--- src/rtl/alu_harvard.sv ---
// ============================================================================
// Module   : alu_harvard
// Brief    : Two-stage 32-bit ALU; operand/select register then result register.
//            Optional registered zero flag enabled by macro ALU_HARVARD_ZERO_EN.
// Revision : 1.0 - initial release
// ============================================================================
`default_nettype none

module alu_harvard (
  input  logic        clk,
  input  logic        rst_n,
  input  logic [31:0] a,
  input  logic [31:0] b,
  input  logic [2:0]  alu_sel,
`ifdef ALU_HARVARD_ZERO_EN
  output logic        zero,
`endif
  output logic [31:0] r
);

  localparam logic [2:0] c_OP_AND  = 3'b000;
  localparam logic [2:0] c_OP_OR   = 3'b001;
  localparam logic [2:0] c_OP_ADD  = 3'b010;
  localparam logic [2:0] c_OP_XOR  = 3'b011;
  localparam logic [2:0] c_OP_NOR  = 3'b100;
  localparam logic [2:0] c_OP_SLTU = 3'b101;
  localparam logic [2:0] c_OP_SUB  = 3'b110;
  localparam logic [2:0] c_OP_SLT  = 3'b111;

  logic [31:0] r_a;
  logic [31:0] r_b;
  logic [2:0]  r_sel;
  logic [31:0] r_result;
  logic [31:0] w_result;

  // Stage 1: capture operands and select together so a later select change
  // cannot alter an operation already in flight.
  always_ff @(posedge clk) begin
    if (!rst_n) begin
      r_a   <= 32'h0;
      r_b   <= 32'h0;
      r_sel <= 3'b000;
    end else begin
      r_a   <= a;
      r_b   <= b;
      r_sel <= alu_sel;
    end
  end

  always_comb begin
    w_result = 32'h0;
    case (r_sel)
      c_OP_AND:  w_result = r_a & r_b;
      c_OP_OR:   w_result = r_a | r_b;
      c_OP_ADD:  w_result = r_a + r_b;
      c_OP_XOR:  w_result = r_a ^ r_b;
      c_OP_NOR:  w_result = ~(r_a | r_b);
      c_OP_SLTU: w_result = {31'h0, (r_a < r_b)};
      c_OP_SUB:  w_result = r_a - r_b;
      c_OP_SLT:  w_result = {31'h0, ($signed(r_a) < $signed(r_b))};
      default:   w_result = 32'h0;
    endcase
  end

  // Stage 2: result register drives r directly.
  always_ff @(posedge clk) begin
    if (!rst_n) begin
      r_result <= 32'h0;
    end else begin
      r_result <= w_result;
    end
  end

  assign r = r_result;

`ifdef ALU_HARVARD_ZERO_EN
  logic r_zero;

  always_ff @(posedge clk) begin
    if (!rst_n) begin
      r_zero <= 1'b1;
    end else begin
      r_zero <= (w_result == 32'h0);
    end
  end

  assign zero = r_zero;
`endif

endmodule

`default_nettype wire

--- config.mk ---
export PLATFORM = sky130hd
export DESIGN_NAME = alu_harvard
export DESIGN_NICKNAME = d
export VERILOG_FILES = /design/src/rtl/alu_harvard.sv
export SDC_FILE = /design/constraint.sdc
export NUM_CORES = 1
export LEC_CHECK = 0
export CAP_MARGIN = 5
export CORE_ASPECT_RATIO = 1.25
export CORE_MARGIN = 3
export CORE_UTILIZATION = 60
export DETAILED_ROUTE_END_ITERATION = 7
export PLACE_DENSITY = 0.88
export SETUP_SLACK_MARGIN = 0.02
export SLEW_MARGIN = 25
export SYNTH_ARGS = -nofsm -noshare
export SYNTH_HDL_FRONTEND = slang
export SYNTH_SLANG_ARGS = --single-unit
--- constraint.sdc ---
create_clock -name clk -period 7.8 [get_ports clk]
set_clock_uncertainty 0.05 [all_clocks]
set_input_delay 0.78 -clock clk [delete_from_list [all_inputs] [get_ports clk]]
set_output_delay 0.78 -clock clk [all_outputs]
set_load 0.02 [all_outputs]
; ---- Word level (Yosys, flattened, before mapping)
; Cells that the tools add are included.
[classes]
n_addsub = 2
order_cmp = 2
eq_ne = 7
mux = 1
n_bitwise = 4
reduce_logical = 1
[ops]
columns = op, count
row1 = 32-bit one-hot mux with 8 select lines, 1
row2 = 32-bit < comparator, 2
row3 = 32-bit adder, 1
row4 = 32-bit bitwise AND, 1
row5 = 32-bit NOT, 1
row6 = 32-bit OR, 1
row7 = 32-bit subtractor, 1
row8 = 32-bit XOR, 1
row9 = "3-bit equality test, second input constant", 4
row10 = "3-bit by 2-bit equality test with 1-bit output, second input constant", 2
row11 = "3-bit by 1-bit equality test with 1-bit output, second input constant", 1
row12 = 3-bit zero test, 1
[totals]
register_bits = 99
inputBits = 69
out_inout_bits = 32
word_cells = 21

; ---- Logic depth before layout (Yosys ltp)
[logic_depth]
ltp_word = 3
depth_mapped = 13
depth_no_buf = 13

; ---- Worst setup path after synthesis
; No wires, ideal clock.
[synth_path]
path_kind = reg-to-reg
startpoint = reg r_a[0]
endpoint = reg r_result[30] (netlist: r[30])
setup_ns = 0.124
arrival_time_ns = 2.758
slack_ns = 4.868
stages_incl_launch_ff = 14
synth_period_minus_slack_ns = 2.932
cell_sequence = dfxtp_1 inv_1 ha_1 fa_1 o21ba_1 o21bai_2 a211o_1 a311o_1 a21oi_1 o311a_1 o21ai_1 xnor2_1 a222oi_1 nor2_1
[synth_between]
elab_chain_len = 2
elab_cells_between_ends = 3
[synth_rtl]
columns = element, line
row1 = "start, declared", 30  ; logic [31:0] r_a;
row2 = "start signal, assigned", 40  ; r_a <= 32'h0;
row3 = "start signal, assigned", 44  ; r_a <= a;
row4 = 32-bit subtractor / 32-bit adder (equally long branches), "59, 55"
row5 = 32-bit one-hot mux with 8 select lines (*), 52  ; case (r_sel)
row6 = "end signal, assigned", 70  ; r_result <= w_result;
row7 = "end, declared", 33  ; logic [31:0] r_result;
; Mark *: on every way between the ends. The rest lies on a longest branch, timed or not.
; A chain may end at the register's enable or synchronous reset.

; ---- Worst setup path after layout
[layout_path]
startpoint = reg r_a[6]
endpoint = reg r_result[25] (netlist: r[25])
; The elaborated chain is that of the path after synthesis.

==> results.toml <==
[yosys]
synth_area_per_cell_um2 = 7.69
ys_warn_count = 0
ys_types = 72
synthMuxAreaShare = 0.0174
synthTopCellsByArea = "dfxtp_1, ha_1, a21oi_1"
synthesis.area_um2 = 7690
synth_fa_ha_area_frac = 0.163
synth_top_family_by_area = "compound AO/OA/AOI/OAI gates"
synth_compound_area_frac = 0.279
synth_edf_count = 0
synth-seq-area-share = 0.258
syn-instance-count = 999
synthXorXnorAreaFrac = 0.0285
synthArstFlopShare = 0
synth-simple-area-share = 0.175
synth_seq_cells = 99
yosys_most_used_dff = "dfxtp_1"
synth_nets = 1167
yosysTopAreaCell = "dfxtp_1"
synth_top_area_share = 0.258

[pwr]
power.share.sequential = 0.385
p_int_mw = 0.954
comb_power_share = 0.324
vdd_ir_drop_max_v = 0.0000976
p_leak_nw = 3.72
p_per_area_nw_per_um2 = 162
p_sw_mw = 0.498
netSwitchingFraction = 0.343
clkPwrFrac = 0.291

[clocking]
postCtsSetupRepairBufs = 0
cts_tree = "built"
cts_max_level = 3
cts_resized = 0
cts.clk_slew.worst_paths_ns = 0.07
numCtsBuffers = 9
worstSkewPairLatency_ns = 0.36
root_buffer = "clkbuf_16"
cts_sinks = 99
clock_path_buffers = 2
ctsHoldBuffers = 0

[floorplan]
dieArea_um2 = 14200
initial_core_util = 0.623
die_h_um = 133
num_rows = 45
core_area_um2 = 12300
io_pins = 101
die_w_um = 107

[timing]
fmax_mhz = 286
setup_violations = 0
min_period_ns = 3.50
rsz0062_at_grt = "no"
slew_headroom = 0.291
final-max-slew-violation-count = 0
finalCritPeriodShare = 0.449
setup_tns_ns = 0
hold_viol = 0
tightest_slew_ns = 1.06

[grt]
grt_max_degree = 101
grtUsageTotal = 0.319
grt_pass1_vias = 7495
grt_pass1_wl_um = 36600
antenna_found_initial = 0
grt-ovfl-total = 0

[detailed_routing]
drcViolationCount = 0
dr.max_layer_used = "met4"
drt_iter0_drc = 863
drt_pass1_iterations = 5
post_drt_wl_per_cell_um = 18.7
wl_um = 22900
wl_met2_um = 11400
wl_met1_um = 8700
final_antenna_net_count = 0
vias = 7627
vias_per_cell = 6.23
met3_length_um = 1870

[final_layout]
final_area_um2 = 8970
final_net_count = 1223
final_util = 0.727
drive_above_1_share = 0.0396
final_cell_mix = "a21oi_1, clkdlybuf4s50_1, dfxtp_1"
diodes = 0
synthToLayoutAreaGrowth_pct = 16.7

[setup_path]
ff2ff_path_depth = 12
timing.rr.end = "r[25]$_SDFF_PN0_"
worst-path-max-fanout = 12
crit_path_end = "r[25]$_SDFF_PN0_"
worstSetupPathType = "register to register"
reg2reg_from = "r_a[6]$_SDFF_PN0_"
cp.required_ns = 8.04
crit_path_end_kind = "register"
regToRegSetupSlack_ns = 4.30
crit_arrival_ns = 3.74
start_kind = "register"
crit_start = "r_a[6]$_SDFF_PN0_"

[placed_design]
hpwl_um = 16400
io_buffers = 100
placed_area_um2 = 8690
gp_congestion = 0.987

[outcome]
status = "complete, no violations"

[worst_hold_path]
hold_class = "register to register"

[flow_run]
drv_cap = 0
-- worst min path at each step --
stage | from | endpoint | slack [ns] | depth (start not counted)
2_1_floorplan | r_sel[1]$_SDFF_PN0_ | r[25]$_SDFF_PN0_ | 0.56 | 3
3_3_place_gp | r_b[4]$_SDFF_PN0_ | r[4]$_SDFF_PN0_ | 0.67 | 2
3_5_place_dp | r_b[4]$_SDFF_PN0_ | r[4]$_SDFF_PN0_ | 0.68 | 2
4_1_cts | r_b[4]$_SDFF_PN0_ | r[4]$_SDFF_PN0_ | 0.70 | 2
5_1_grt | r_b[4]$_SDFF_PN0_ | r[4]$_SDFF_PN0_ | 0.73 | 2
6_report | r_b[4]$_SDFF_PN0_ | r[4]$_SDFF_PN0_ | 0.71 | 2
-- area by class of cell --
type | instances | area [um^2]
repair buffers | 104 | 1030
well taps | 164 | 205
multi-input cells | 742 | 5110
fillers | 992 | 3360
inverters | 99 | 372
flip-flops and latches | 99 | 1980
clock buffers | 9 | 225
clock inverters | 7 | 51.3
-- Yosys cell counts (3+ instances only) --
| library cell | n |
|---|---|
| nor3_1 | 16 |
| nand4_1 | 5 |
| clkbuf_1 | 50 |
| nand2b_1 | 6 |
| ha_1 | 97 |
| nor2_1 | 81 |
| o221ai_1 | 4 |
| a211oi_1 | 9 |
| dfxtp_1 | 99 |
| a21oi_1 | 99 |
| mux2i_1 | 10 |
| nand3_1 | 14 |
| o211ai_1 | 13 |
| o21bai_1 | 17 |
| nor4_1 | 11 |
| and2_1 | 69 |
| a31o_2 | 3 |
| o22ai_1 | 20 |
| a222oi_1 | 3 |
| o2111ai_1 | 3 |
| a21o_1 | 10 |
| buf_2 | 7 |
| a221oi_1 | 4 |
| o21a_1 | 7 |
| a22oi_1 | 13 |
| nand2_1 | 56 |
| o21ai_0 | 63 |
| a31oi_1 | 8 |
| o21ai_1 | 5 |
| xnor2_1 | 25 |
| inv_1 | 96 |
| a211o_1 | 3 |
| o31ai_1 | 8 |
| nor2b_1 | 7 |
| o221a_2 | 5 |
| o32ai_1 | 3 |
| inv_2 | 3 |
| or4_1 | 4 |
-- state kept, by name (all words and copies together) (netlist names) --
signal,flops
r_sel,3
r_a,32
r,32
r_b,32
-- power by group through the flow --
stage	registers [mW]	clock network, mW	logic, mW
after CTS	0.559	0.428	0.460
after global routing	0.562	0.448	0.509
final	0.559	0.422	0.471
after floorplan	0.584	0	0.295
after detailed placement	0.570	0	0.455
after global placement	0.569	0	0.452
-- cells by family (layout without fill, tap and decap cells) --
family          count (synthesis)  after routing
mux                            13             13
flops                          99             99
fa+ha+maj                      99             99
simple gates                  275            275
xor+xnor                       25             25
buf+inv                       158            219
compound gates                330            330
-- per-layer routing --
metal	GRT usage	up-vias
met5	0	-
met4	0.159	0
met3	0.0410	81
met2	0.555	469
met1	0.380	3470
li1	-	3607
-- per-stage QoR --
stage | hold WS, ns | power (mW) | setup WS [ns] | cells
floorplan | 0.561 | 0.879 | 4.87 | 999
global placement | 0.672 | 1.02 | 4.41 | 1208
detailed placement | 0.680 | 1.03 | 4.38 | 1208
CTS | 0.704 | 1.45 | 4.38 | 1224
global route | 0.735 | 1.52 | 4.10 | 1224
finish | 0.707 | 1.45 | 4.30 | 1224
-- worst max-delay path, stage by stage, from the launching register on --
cell,delay (ns)
dfxtp_1,0.40
inv_1,0.07
ha_1,0.49
nor2b_1,0.11
o31ai_1,0.35
a31oi_1,0.13
o2bb2ai_1,0.44
o41ai_2,0.20
a21oi_2,0.28
o31a_1,0.25
nor2b_1,0.09
or4_1,0.41
a31oi_1,0.16
Note: power is estimated with default switching activity, not from simulation.
